File: src/rtl/decode_stage_ras_if.sv
// Decode-stage bus: fetch-side inputs, write-back port, EX flags and the
// ID/EX outputs. The design uses the slave modport, its driver the master.
interface decode_stage_ras_if #(
  parameter int DATA_W    = 32,
  parameter int ADDR_W    = 22,
  parameter int RAS_DEPTH = 4
);
  localparam int CNT_W = $clog2(RAS_DEPTH + 1);

  logic [31:0]       instr;
  logic [ADDR_W-1:0] pc_in;
  logic [ADDR_W-1:0] next_pc;
  logic              instr_valid;
  logic              flush;
  logic              wb_we;
  logic [4:0]        wb_addr;
  logic [DATA_W-1:0] wb_data;
  logic              ex_zero;
  logic              ex_neg;
  logic              ex_ov;

  logic              stall;
  logic              branch_taken;
  logic [ADDR_W-1:0] branch_addr;
  logic              ex_valid;
  logic [ADDR_W-1:0] ex_pc;
  logic [2:0]        ex_alu_op;
  logic [16:0]       ex_imm;
  logic [DATA_W-1:0] ex_s_data;
  logic [DATA_W-1:0] ex_t_data;
  logic [4:0]        ex_dst_reg;
  logic              ex_use_dst_reg;
  logic              ex_use_imm;
  logic              ex_mem_re;
  logic              ex_mem_we;
  logic [3:0]        ex_upd_flags;
  logic [CNT_W-1:0]  ras_count;
  logic              ras_underflow;
  logic              halted;

  modport slave (
    input  instr, pc_in, next_pc, instr_valid, flush, wb_we, wb_addr, wb_data,
           ex_zero, ex_neg, ex_ov,
    output stall, branch_taken, branch_addr, ex_valid, ex_pc, ex_alu_op, ex_imm,
           ex_s_data, ex_t_data, ex_dst_reg, ex_use_dst_reg, ex_use_imm,
           ex_mem_re, ex_mem_we, ex_upd_flags, ras_count, ras_underflow, halted
  );

  modport master (
    output instr, pc_in, next_pc, instr_valid, flush, wb_we, wb_addr, wb_data,
           ex_zero, ex_neg, ex_ov,
    input  stall, branch_taken, branch_addr, ex_valid, ex_pc, ex_alu_op, ex_imm,
           ex_s_data, ex_t_data, ex_dst_reg, ex_use_dst_reg, ex_use_imm,
           ex_mem_re, ex_mem_we, ex_upd_flags, ras_count, ras_underflow, halted
  );
endinterface

File: src/rtl/decode_stage_ras.sv
// Decode stage: register file with WB bypass, ID/EX register, branch/jump
// resolution with a circular return-address stack, load-use stall and HALT.
module decode_stage_ras #(
  parameter int         DATA_W    = 32,
  parameter int         ADDR_W    = 22,
  parameter int         RAS_DEPTH = 4,
  parameter logic [4:0] RA_REG    = 5'h1D
) (
  input logic               clk,
  input logic               rst_n,
  decode_stage_ras_if.slave bus
);
  localparam int CNT_W = $clog2(RAS_DEPTH + 1);
  localparam int PTR_W = (RAS_DEPTH > 1) ? $clog2(RAS_DEPTH) : 1;

  localparam logic [4:0] OP_ADD  = 5'b00000, OP_ADDI = 5'b00001;
  localparam logic [4:0] OP_SUB  = 5'b00010, OP_SUBI = 5'b00011;
  localparam logic [4:0] OP_LW   = 5'b00100, OP_SW   = 5'b00101;
  localparam logic [4:0] OP_MOV  = 5'b00110, OP_MOVI = 5'b00111;
  localparam logic [4:0] OP_AND  = 5'b01000, OP_OR   = 5'b01001;
  localparam logic [4:0] OP_NOR  = 5'b01010, OP_SLL  = 5'b01011;
  localparam logic [4:0] OP_SRL  = 5'b01100, OP_SRA  = 5'b01101;
  localparam logic [4:0] OP_B    = 5'b01110, OP_JR   = 5'b10000;
  localparam logic [4:0] OP_JAL  = 5'b10001, OP_HALT = 5'b11111;

  function automatic logic [CNT_W-1:0] cnt_sat_inc(input logic [CNT_W-1:0] c);
    return (c == CNT_W'(RAS_DEPTH)) ? c : c + CNT_W'(1);
  endfunction

  function automatic logic [PTR_W-1:0] ptr_inc(input logic [PTR_W-1:0] p);
    return (p == PTR_W'(RAS_DEPTH - 1)) ? '0 : p + PTR_W'(1);
  endfunction

  function automatic logic [PTR_W-1:0] ptr_dec(input logic [PTR_W-1:0] p);
    return (p == '0) ? PTR_W'(RAS_DEPTH - 1) : p - PTR_W'(1);
  endfunction

  function automatic logic cond_ok(input logic [2:0] c, input logic z, input logic n,
                                   input logic v);
    logic r;
    r = 1'b0;
    case (c)
      3'b000:  r = !z;
      3'b001:  r = z;
      3'b010:  r = !n && !z;
      3'b011:  r = n && !z;
      3'b100:  r = !n || z;
      3'b101:  r = n || z;
      3'b110:  r = v;
      default: r = 1'b1;
    endcase
    return r;
  endfunction

  logic [DATA_W-1:0] regs [32];
  logic [ADDR_W-1:0] ras_mem [RAS_DEPTH];
  logic [PTR_W-1:0]  ras_wp;
  logic [CNT_W-1:0]  ras_cnt;
  logic              ras_unf_r;
  logic              halted_r;

  logic              vld_p1;
  logic [ADDR_W-1:0] ex_pc_p1;
  logic [2:0]        ex_alu_op_p1;
  logic [16:0]       ex_imm_p1;
  logic [DATA_W-1:0] ex_s_data_p1, ex_t_data_p1;
  logic [4:0]        ex_dst_p1;
  logic              ex_use_dst_p1, ex_use_imm_p1, ex_mem_re_p1, ex_mem_we_p1;
  logic [3:0]        ex_upd_p1;

  logic [4:0]  op, rd, rs, rt, s_sel, t_sel;
  logic [2:0]  alu_op;
  logic [3:0]  upd;
  logic        use_s, use_t, use_dst, use_imm, mem_re, mem_we;
  logic        is_b, is_jal, is_jr, is_halt, issues;
  logic [DATA_W-1:0] s_data, t_data;
  logic [ADDR_W-1:0] label_addr, ras_top;
  logic        load_use, stall, act, ra_pop, ras_push, ras_pop;

  assign op         = bus.instr[31:27];
  assign rd         = bus.instr[26:22];
  assign rs         = bus.instr[21:17];
  assign rt         = bus.instr[16:12];
  assign label_addr = ADDR_W'(bus.instr[21:0]);

  // Opcode decode: control fields and which source registers are really read.
  always_comb begin
    s_sel = rs;    t_sel = rt;
    use_s = 1'b0;  use_t = 1'b0;
    alu_op = 3'b000; upd = 4'b0000;
    use_dst = 1'b0; use_imm = 1'b0; mem_re = 1'b0; mem_we = 1'b0;
    is_b = 1'b0; is_jal = 1'b0; is_jr = 1'b0; is_halt = 1'b0; issues = 1'b1;
    case (op)
      OP_ADD:  begin upd = 4'b1111; use_s = 1'b1; use_t = 1'b1; use_dst = 1'b1; end
      OP_ADDI: begin upd = 4'b1111; use_s = 1'b1; use_dst = 1'b1; use_imm = 1'b1; end
      OP_SUB:  begin alu_op = 3'b001; upd = 4'b1111; use_s = 1'b1; use_t = 1'b1; use_dst = 1'b1; end
      OP_SUBI: begin alu_op = 3'b001; upd = 4'b1111; use_s = 1'b1; use_dst = 1'b1; use_imm = 1'b1; end
      OP_AND:  begin alu_op = 3'b010; upd = 4'b0001; use_s = 1'b1; use_t = 1'b1; use_dst = 1'b1; end
      OP_OR:   begin alu_op = 3'b011; upd = 4'b0001; use_s = 1'b1; use_t = 1'b1; use_dst = 1'b1; end
      OP_NOR:  begin alu_op = 3'b100; upd = 4'b0001; use_s = 1'b1; use_t = 1'b1; use_dst = 1'b1; end
      OP_SLL:  begin alu_op = 3'b101; upd = 4'b0011; use_s = 1'b1; use_dst = 1'b1; use_imm = 1'b1; end
      OP_SRL:  begin alu_op = 3'b110; upd = 4'b0001; use_s = 1'b1; use_dst = 1'b1; use_imm = 1'b1; end
      OP_SRA:  begin alu_op = 3'b111; upd = 4'b0001; use_s = 1'b1; use_dst = 1'b1; use_imm = 1'b1; end
      OP_LW:   begin mem_re = 1'b1; use_s = 1'b1; use_t = 1'b1; use_dst = 1'b1; end
      OP_SW:   begin mem_we = 1'b1; t_sel = rd; use_s = 1'b1; use_t = 1'b1; use_imm = 1'b1; end
      OP_MOV:  begin t_sel = 5'd0; use_s = 1'b1; use_dst = 1'b1; end
      OP_MOVI: begin s_sel = 5'd0; use_dst = 1'b1; use_imm = 1'b1; end
      OP_B:    begin is_b = 1'b1; use_imm = 1'b1; issues = 1'b0; end
      OP_JR:   begin s_sel = rd; use_s = 1'b1; is_jr = 1'b1; issues = 1'b0; end
      OP_JAL:  begin is_jal = 1'b1; use_imm = 1'b1; issues = 1'b0; end
      OP_HALT: begin is_halt = 1'b1; issues = 1'b0; end
      default: ;
    endcase
  end

  // Register reads: r0 is hard zero, a same-cycle write-back is bypassed.
  always_comb begin
    s_data = '0;
    t_data = '0;
    if (s_sel != 5'd0)
      s_data = (bus.wb_we && bus.wb_addr == s_sel) ? bus.wb_data : regs[s_sel];
    if (t_sel != 5'd0)
      t_data = (bus.wb_we && bus.wb_addr == t_sel) ? bus.wb_data : regs[t_sel];
  end

  // A flushed instruction needs no hold, so only halt can stall under flush.
  assign load_use = bus.instr_valid && vld_p1 && ex_mem_re_p1 && (ex_dst_p1 != 5'd0) &&
                    ((use_s && s_sel == ex_dst_p1) || (use_t && t_sel == ex_dst_p1));
  assign stall    = halted_r || (load_use && !bus.flush);
  assign act      = rst_n && bus.instr_valid && !bus.flush && !stall;
  assign ra_pop   = is_jr && (rd == RA_REG);
  assign ras_push = act && is_jal;
  assign ras_pop  = act && ra_pop;
  assign ras_top  = ras_mem[ptr_dec(ras_wp)];

  // Redirect target: label for B/JAL, stack top for an RA return, else rs.
  always_comb begin
    bus.branch_addr = label_addr;
    if (is_jr)
      bus.branch_addr = (ra_pop && ras_cnt != '0) ? ras_top : s_data[ADDR_W-1:0];
  end

  assign bus.branch_taken = act && ((is_b && cond_ok(bus.instr[26:24], bus.ex_zero,
                                     bus.ex_neg, bus.ex_ov)) || is_jal || is_jr);

  // Register file write port; r0 is never written.
  always_ff @(posedge clk or negedge rst_n) begin
    if (!rst_n) begin
      for (int i = 0; i < 32; i++) regs[i] <= '0;
    end else if (bus.wb_we && bus.wb_addr != 5'd0) begin
      regs[bus.wb_addr] <= bus.wb_data;
    end
  end

  // Return-address stack: circular, oldest entry overwritten when full.
  always_ff @(posedge clk or negedge rst_n) begin
    if (!rst_n) begin
      for (int i = 0; i < RAS_DEPTH; i++) ras_mem[i] <= '0;
      ras_wp    <= '0;
      ras_cnt   <= '0;
      ras_unf_r <= 1'b0;
      halted_r  <= 1'b0;
    end else begin
      ras_unf_r <= ras_pop && (ras_cnt == '0);
      if (ras_push) begin
        ras_mem[ras_wp] <= bus.next_pc;
        ras_wp          <= ptr_inc(ras_wp);
        ras_cnt         <= cnt_sat_inc(ras_cnt);
      end else if (ras_pop && ras_cnt != '0) begin
        ras_wp  <= ptr_dec(ras_wp);
        ras_cnt <= ras_cnt - CNT_W'(1);
      end
      if (act && is_halt) halted_r <= 1'b1;
    end
  end

  // ID -> EX stage boundary
  always_ff @(posedge clk or negedge rst_n) begin
    if (!rst_n) begin
      vld_p1 <= 1'b0; ex_pc_p1 <= '0; ex_alu_op_p1 <= '0; ex_imm_p1 <= '0;
      ex_s_data_p1 <= '0; ex_t_data_p1 <= '0; ex_dst_p1 <= '0;
      ex_use_dst_p1 <= 1'b0; ex_use_imm_p1 <= 1'b0;
      ex_mem_re_p1 <= 1'b0; ex_mem_we_p1 <= 1'b0; ex_upd_p1 <= '0;
    end else begin
      vld_p1 <= act && issues;
      if (act) begin
        ex_pc_p1 <= bus.pc_in; ex_alu_op_p1 <= alu_op; ex_imm_p1 <= bus.instr[16:0];
        ex_s_data_p1 <= s_data; ex_t_data_p1 <= t_data; ex_dst_p1 <= rd;
        ex_use_dst_p1 <= use_dst; ex_use_imm_p1 <= use_imm;
        ex_mem_re_p1 <= mem_re; ex_mem_we_p1 <= mem_we; ex_upd_p1 <= upd;
      end
    end
  end

  assign bus.stall          = stall;
  assign bus.ex_valid       = vld_p1;
  assign bus.ex_pc          = ex_pc_p1;
  assign bus.ex_alu_op      = ex_alu_op_p1;
  assign bus.ex_imm         = ex_imm_p1;
  assign bus.ex_s_data      = ex_s_data_p1;
  assign bus.ex_t_data      = ex_t_data_p1;
  assign bus.ex_dst_reg     = ex_dst_p1;
  assign bus.ex_use_dst_reg = ex_use_dst_p1;
  assign bus.ex_use_imm     = ex_use_imm_p1;
  assign bus.ex_mem_re      = ex_mem_re_p1;
  assign bus.ex_mem_we      = ex_mem_we_p1;
  assign bus.ex_upd_flags   = ex_upd_p1;
  assign bus.ras_count      = ras_cnt;
  assign bus.ras_underflow  = ras_unf_r;
  assign bus.halted         = halted_r;
endmodule

File: src/flat_wrapper.sv
// flat-port wrapper written by rule: the top's interface ports become plain ports
module decode_stage_ras_flat 
#(
  parameter int         DATA_W    = 32,
  parameter int         ADDR_W    = 22,
  parameter int         RAS_DEPTH = 4,
  parameter logic [4:0] RA_REG    = 5'h1D
)
  (clk, rst_n, bus_instr, bus_pc_in, bus_next_pc, bus_instr_valid, bus_flush, bus_wb_we, bus_wb_addr, bus_wb_data, bus_ex_zero, bus_ex_neg, bus_ex_ov, bus_stall, bus_branch_taken, bus_branch_addr, bus_ex_valid, bus_ex_pc, bus_ex_alu_op, bus_ex_imm, bus_ex_s_data, bus_ex_t_data, bus_ex_dst_reg, bus_ex_use_dst_reg, bus_ex_use_imm, bus_ex_mem_re, bus_ex_mem_we, bus_ex_upd_flags, bus_ras_count, bus_ras_underflow, bus_halted);
  decode_stage_ras_if #(.DATA_W(DATA_W), .ADDR_W(ADDR_W), .RAS_DEPTH(RAS_DEPTH)) bus_i ();
  input logic clk;
  input logic rst_n;
  input wire logic [$bits(bus_i.instr)-1:0] bus_instr;
  input wire logic [$bits(bus_i.pc_in)-1:0] bus_pc_in;
  input wire logic [$bits(bus_i.next_pc)-1:0] bus_next_pc;
  input wire logic [$bits(bus_i.instr_valid)-1:0] bus_instr_valid;
  input wire logic [$bits(bus_i.flush)-1:0] bus_flush;
  input wire logic [$bits(bus_i.wb_we)-1:0] bus_wb_we;
  input wire logic [$bits(bus_i.wb_addr)-1:0] bus_wb_addr;
  input wire logic [$bits(bus_i.wb_data)-1:0] bus_wb_data;
  input wire logic [$bits(bus_i.ex_zero)-1:0] bus_ex_zero;
  input wire logic [$bits(bus_i.ex_neg)-1:0] bus_ex_neg;
  input wire logic [$bits(bus_i.ex_ov)-1:0] bus_ex_ov;
  output wire logic [$bits(bus_i.stall)-1:0] bus_stall;
  output wire logic [$bits(bus_i.branch_taken)-1:0] bus_branch_taken;
  output wire logic [$bits(bus_i.branch_addr)-1:0] bus_branch_addr;
  output wire logic [$bits(bus_i.ex_valid)-1:0] bus_ex_valid;
  output wire logic [$bits(bus_i.ex_pc)-1:0] bus_ex_pc;
  output wire logic [$bits(bus_i.ex_alu_op)-1:0] bus_ex_alu_op;
  output wire logic [$bits(bus_i.ex_imm)-1:0] bus_ex_imm;
  output wire logic [$bits(bus_i.ex_s_data)-1:0] bus_ex_s_data;
  output wire logic [$bits(bus_i.ex_t_data)-1:0] bus_ex_t_data;
  output wire logic [$bits(bus_i.ex_dst_reg)-1:0] bus_ex_dst_reg;
  output wire logic [$bits(bus_i.ex_use_dst_reg)-1:0] bus_ex_use_dst_reg;
  output wire logic [$bits(bus_i.ex_use_imm)-1:0] bus_ex_use_imm;
  output wire logic [$bits(bus_i.ex_mem_re)-1:0] bus_ex_mem_re;
  output wire logic [$bits(bus_i.ex_mem_we)-1:0] bus_ex_mem_we;
  output wire logic [$bits(bus_i.ex_upd_flags)-1:0] bus_ex_upd_flags;
  output wire logic [$bits(bus_i.ras_count)-1:0] bus_ras_count;
  output wire logic [$bits(bus_i.ras_underflow)-1:0] bus_ras_underflow;
  output wire logic [$bits(bus_i.halted)-1:0] bus_halted;
  assign bus_i.instr = bus_instr;
  assign bus_i.pc_in = bus_pc_in;
  assign bus_i.next_pc = bus_next_pc;
  assign bus_i.instr_valid = bus_instr_valid;
  assign bus_i.flush = bus_flush;
  assign bus_i.wb_we = bus_wb_we;
  assign bus_i.wb_addr = bus_wb_addr;
  assign bus_i.wb_data = bus_wb_data;
  assign bus_i.ex_zero = bus_ex_zero;
  assign bus_i.ex_neg = bus_ex_neg;
  assign bus_i.ex_ov = bus_ex_ov;
  assign bus_stall = bus_i.stall;
  assign bus_branch_taken = bus_i.branch_taken;
  assign bus_branch_addr = bus_i.branch_addr;
  assign bus_ex_valid = bus_i.ex_valid;
  assign bus_ex_pc = bus_i.ex_pc;
  assign bus_ex_alu_op = bus_i.ex_alu_op;
  assign bus_ex_imm = bus_i.ex_imm;
  assign bus_ex_s_data = bus_i.ex_s_data;
  assign bus_ex_t_data = bus_i.ex_t_data;
  assign bus_ex_dst_reg = bus_i.ex_dst_reg;
  assign bus_ex_use_dst_reg = bus_i.ex_use_dst_reg;
  assign bus_ex_use_imm = bus_i.ex_use_imm;
  assign bus_ex_mem_re = bus_i.ex_mem_re;
  assign bus_ex_mem_we = bus_i.ex_mem_we;
  assign bus_ex_upd_flags = bus_i.ex_upd_flags;
  assign bus_ras_count = bus_i.ras_count;
  assign bus_ras_underflow = bus_i.ras_underflow;
  assign bus_halted = bus_i.halted;
  decode_stage_ras #(.DATA_W(DATA_W), .ADDR_W(ADDR_W), .RAS_DEPTH(RAS_DEPTH), .RA_REG(RA_REG)) u_core (.clk(clk), .rst_n(rst_n), .bus(bus_i));
endmodule
File: config.mk
export PLATFORM = sky130hd
export DESIGN_NAME = decode_stage_ras_flat
export DESIGN_NICKNAME = d
export VERILOG_FILES = /design/src/rtl/decode_stage_ras_if.sv /design/src/rtl/decode_stage_ras.sv /design/src/flat_wrapper.sv
export SDC_FILE = /design/constraint.sdc
export NUM_CORES = 2
export LEC_CHECK = 0
export ABC_AREA = 1
export ABC_CLOCK_PERIOD_IN_PS = 3100
export CAP_MARGIN = 5
export CORE_MARGIN = 4
export CORE_UTILIZATION = 53
export DETAILED_ROUTE_END_ITERATION = 12
export PLACE_DENSITY_LB_ADDON = 0.2
export SYNTH_ARGS = -nofsm -noshare
export SYNTH_HDL_FRONTEND = slang
export SYNTH_SLANG_ARGS = --single-unit
File: constraint.sdc
create_clock -name clk -period 3.1 [get_ports clk]
set_input_delay 0.31 -clock clk [delete_from_list [all_inputs] [get_ports clk]]
set_output_delay 0.31 -clock clk [all_outputs]
set_load 0.01 [all_outputs]
==> flow_results.org <==
** Clock network
- Clock insertion delay at the later pin of the skew report :: around 800 ps
- The root buffer cell chosen for the clock tree is clkbuf_16.
- CTS Buf Count :: ~140
- Clock slew at the register clock pins of the worst setup and hold paths :: ~70 ps
- TritonCTS built the clock tree.
- Num Clock Sinks :: about 1,200
- Worst-case clock buffer depth :: 3
- H-tree depth :: 4

** Power and ir drop
- Combinational logic is responsible for roughly 22% of the overall power.
- Net switching is approximately a third of the power.
- Of the total power, registers draw between 40% and 50%.
- Per report_power, the clock group accounts for 35.7% of the total.
- Internal power comes to about 33 mW.
- Dividing total power by cell area gives a power density of between 600 and 700 nW/µm².
- Worst voltage drop across the vdd grid :: 0.000669 V
- The analysis attributes to net switching a power of 15.5 mW.
- In this run the static leakage power is around 37 nW.

** Layout
- Register cell area after layout :: a little over 30,000 µm²
- The filler cells instantiated in the layout total 10,300.
- More flip-flops sit in one register than any other, and that register is u_core.regs.
- Total non-filler cell area in the finished layout :: 81,400 µm²
- Total area of multi-input combinational cells :: 31,600 µm²
- Largest regs :: u_core.regs x1024, u_core.ras_mem x88
- The register with the most flip-flops in the layout has 1,024 of them.
- In the final design database the tool counted between 9,000 and 10,000 nets.
- Relative to the synthesized area, the layout overhead comes to 23.2%.
- In the final layout, the share of cells above drive strength 1 is 12.1%.

** Synthesis
- Summing the sequential cell areas from Yosys gives a little under half of the chip area.
- In the synthesized netlist the async set-or-reset flop fraction comes to 100%.
- FF+latch count, synth :: between 1,000 and 1,500
- Number of different library cells in the post-synthesis netlist :: 44
- Area share of the largest cell type after synthesis :: 46.9%
- Synth area leaders :: dfrtp_1, nand2_1, nand3_1
- Counting flops with a built-in enable in the synthesized netlist gives 0.
- Cells after synthesis :: approximately 9,000
- Most frequent cell after synthesis :: nand2_1
- Ranking of synthesized cells by instance count :: nand2_1, nand3_1, dfrtp_1, o21ai_0, nor2_1
- Among all flip-flop cells after synthesis, the most frequent one is dfrtp_1.
- The Yosys step of the flow raised 0 warnings.
- The number of nets handed over by synthesis was ~9,000.
- Summing every instance area after synthesis gives approximately 66,000 µm².
- A synthesized cell averages 7.25 µm².
- The biggest area contributor in the post-synthesis netlist is dfrtp_1.

** Timing
- Peak Freq :: ~310 MHz
- Part of the cycle the worst path needs :: 104%
- Max-Slew Margin vs Limit :: between 10% and 20%
- Setup clock skew after layout :: between 20 and 25 ps
- Setup slack after layout :: -130 ps
- Post-route minimum period :: around 3200 ps
- Setup violations remaining at the end of the flow were counted as 11.
- The total count of max-transition violations in the final report is 0.
- Number of hold violations in the final report :: 0
- For the pin with the worst max-slew slack, the measured transition is 1290 ps.
- Setup repair after global routing could not meet its margin everywhere.

** Detailed routing
- The final layout contains routed wiring with a total length of 267 mm.
- Avg WL per Cell :: about 24 µm
- Detailed-route via count :: slightly above 70,000
- DRC Markers :: 0
- After detailed routing, the number of vias per cell comes to 6.33.
- The detail route stage leaves a number of antenna-violating nets equal to 0.
- Count of routing violations after the opening detailed-route iteration :: 10,800
- The first detailed-routing pass took 8 iterations.

** Floorplanning
- between 200 and 300 I/O pins were placed.
- Height of the die :: ~360 µm
- The core region is about 120,000 µm².
- Die outline width :: between 300 and 400 µm
- Die ar. :: around 130,000 µm²
- The floorplan has approximately 130 rows.
- Starting utilization of the core area :: 53.4%

** Global routing
- Entering global routing, the biggest net connects about 220 pins.
- The via count of the first global-routing pass was around 67,000.
- Overall Global Routing Usage :: 39.9%
- For this run the aggregate overflow at the end of global routing stands at 0.
- The first global-routing pass estimated approximately 400 mm of wire.
- Antenna violations before repair :: 5

** Placement
- Summing all placed instances gives a cell area of 74,400 µm².
- Worst-case setup slack after placement :: -915 ps
- Summed over all nets, the half-perimeter wirelength after detailed placement is roughly 160 mm.
- At the end of routability-driven placement, the weighted congestion stood at 0.950.
- Number of port buffers :: between 200 and 300

** Run
- Across the run, the number of max-cap violations was 0.

** Setup path
- Ordered cell list for the critical path :: clkdlybuf4s50_1 -> nand4_1 -> nand2_2 -> nand2_4 -> buf_12 -> buf_4 -> buf_12 -> nand3_1 -> nand3_1 -> nand3_1 -> nand3_2 -> nand2_4 -> nand2_1 -> nand2_1 -> nand2_1 -> dlygate4sd2_1
- STA puts the critical path data arrival time at around 2900 ps.
- By startpoint and endpoint, the worst setup path is classified as in2out.
- Origin of the worst setup path :: bus_instr[24]
- On the critical path, the stage with the largest delay is an instance of clkdlybuf4s50_1.
- Along the worst path, the maximum fanout reaches 12.
- Required time at the endpoint of the critical path :: about 2800 ps
- The worst setup path is launched from an input pin.
- Worst R2R Start :: u_core.bus.ex_dst_reg[0]$_DFFE_PN0P_
- CP peak stage delay :: 530 ps
- Worst Setup End Kind :: output pin

** Outcome
- Failing checks :: negative setup slack
- The flow ran to the end, but the final reports show violations.

** Hold path
- In this run the worst hold path is classified as in2reg.
- In this run the most critical hold path is launched from bus_instr[30].
==> power by group through the flow <==
stage | Clock, mW | Combinational [mW] | Sequential (mW)
final | 17.5 | 10.6 | 20.9
after global routing | 18.3 | 11.7 | 21.2
after CTS | 17.6 | 10.1 | 20.8
after detailed placement | 0 | 9.85 | 21.0
after global placement | 0 | 9.52 | 21.0
after floorplan | 0 | 6.33 | 20.5
==> path summary, 6_finish.rpt <==
| check | to | slack, ps | cells after the start |
|---|---|---|---|
| worst max-delay path | bus_branch_addr[4] | -130 | 16 |
| worst min-delay path | u_core.bus.halted$_DFFE_PN0P_ | 20 | 6 |
| worst max register to register | u_core.bus.ex_s_data[29]$_DFFE_PN0P_ | 670 | 9 |
| worst min register to register | u_core.regs[1017]$_DFFE_PN0P_ | 380 | 0 |
| max in group asynchronous | u_core.ras_mem[56]$_DFFE_PN0P_ | 1480 | 4 |
| min in group asynchronous | u_core.regs[600]$_DFFE_PN0P_ | 60 | 2 |
==> through the flow <==
step	hold WS, ps	setup TNS [ps]	std cells	util [%]	total power, mW
2_1_floorplan	14.4	0	9110	-	26.9
3_3_place_gp	175	-85030	10800	60.1	30.5
3_5_place_dp	171	-100800	10800	60.1	30.9
4_1_cts	5.95	-230	11100	65.0	48.5
5_1_grt	43.3	-1920	11100	65.7	51.2
6_report	24.8	-505	11100	65.7	49.0
==> cells in the final DEF (no fill, tap or decap), types with 9 or more instances in the layout <==
master	netlist	final
buf_2	244	17
nand3_2	2	57
buf_12	0	186
buf_6	1	38
bufinv_16	0	18
a21oi_2	1	18
clkdlybuf4s50_1	0	235
a21oi_1	497	479
nand2_1	2775	2709
nand2_4	1	16
nor2_1	525	511
clkinvlp_4	0	9
o211ai_1	220	220
nand3_1	1636	1572
inv_2	13	14
nand4_1	12	12
clkbuf_16	0	155
dfrtp_1	1238	1237
clkinv_2	0	28
nor2_4	5	18
o21ai_1	160	177
inv_1	257	249
o21ai_0	857	838
clkbuf_8	0	17
o22ai_1	26	22
nand2_2	10	54
buf_16	0	14
clkbuf_1	471	23
clkinv_1	30	29
nand3_4	3	13
buf_4	6	418
==> logic make-up (layout without fill, tap and decap cells) <==
kind of cell,count (synthesis),count (layout),synth area share (%)
xor+xnor,3,3,0.0398
flops,1238,1238,46.9
fa+ha+maj,5,5,0.106
other cells,0,5,0
buf+inv,1101,1489,6.77
compound gates,1775,1775,14.4
simple gates,4988,4990,31.8
==> cell type report <==
| type | count | share of cell area [%] |
|---|---|---|
| flip-flops and latches | 1238 | 38.1 |
| inverters | 301 | 1.46 |
| diodes | 5 | 0.0154 |
| well taps | 1637 | 2.52 |
| clock buffers | 185 | 4.85 |
| repair buffers | 941 | 13.2 |
| repair inverters | 1 | 0.0369 |
| multi-input cells | 6773 | 38.8 |
| clock inverters | 61 | 1.01 |
==> what timing repair did <==
action / CTS / global route
endpoints found under the hold margin: 492 / 0
gates resized for setup: 233 / 151
buffers inserted: 54 / 24
hold buffers: 3 / 0
pin swaps: 45 / 73
setup endpoints to repair: 24 / 24
gates cloned: 14 / 10
==> worst max-delay path: cells and delay by family <==
family                 cells  cell delay (ps)
buffers and inverters      5             1260
AND/OR/NAND/NOR           11             1320
==> layer usage <==
layer  GRT usage (%)  vias up  wire length, µm
li1                -    30900                -
met1            53.1    33100            99700
met2            57.9     5257           112000
met3            12.1     1261            37700
met4            23.5        0            18400
met5               0        -                0
Power figures use the tool's default switching activity.
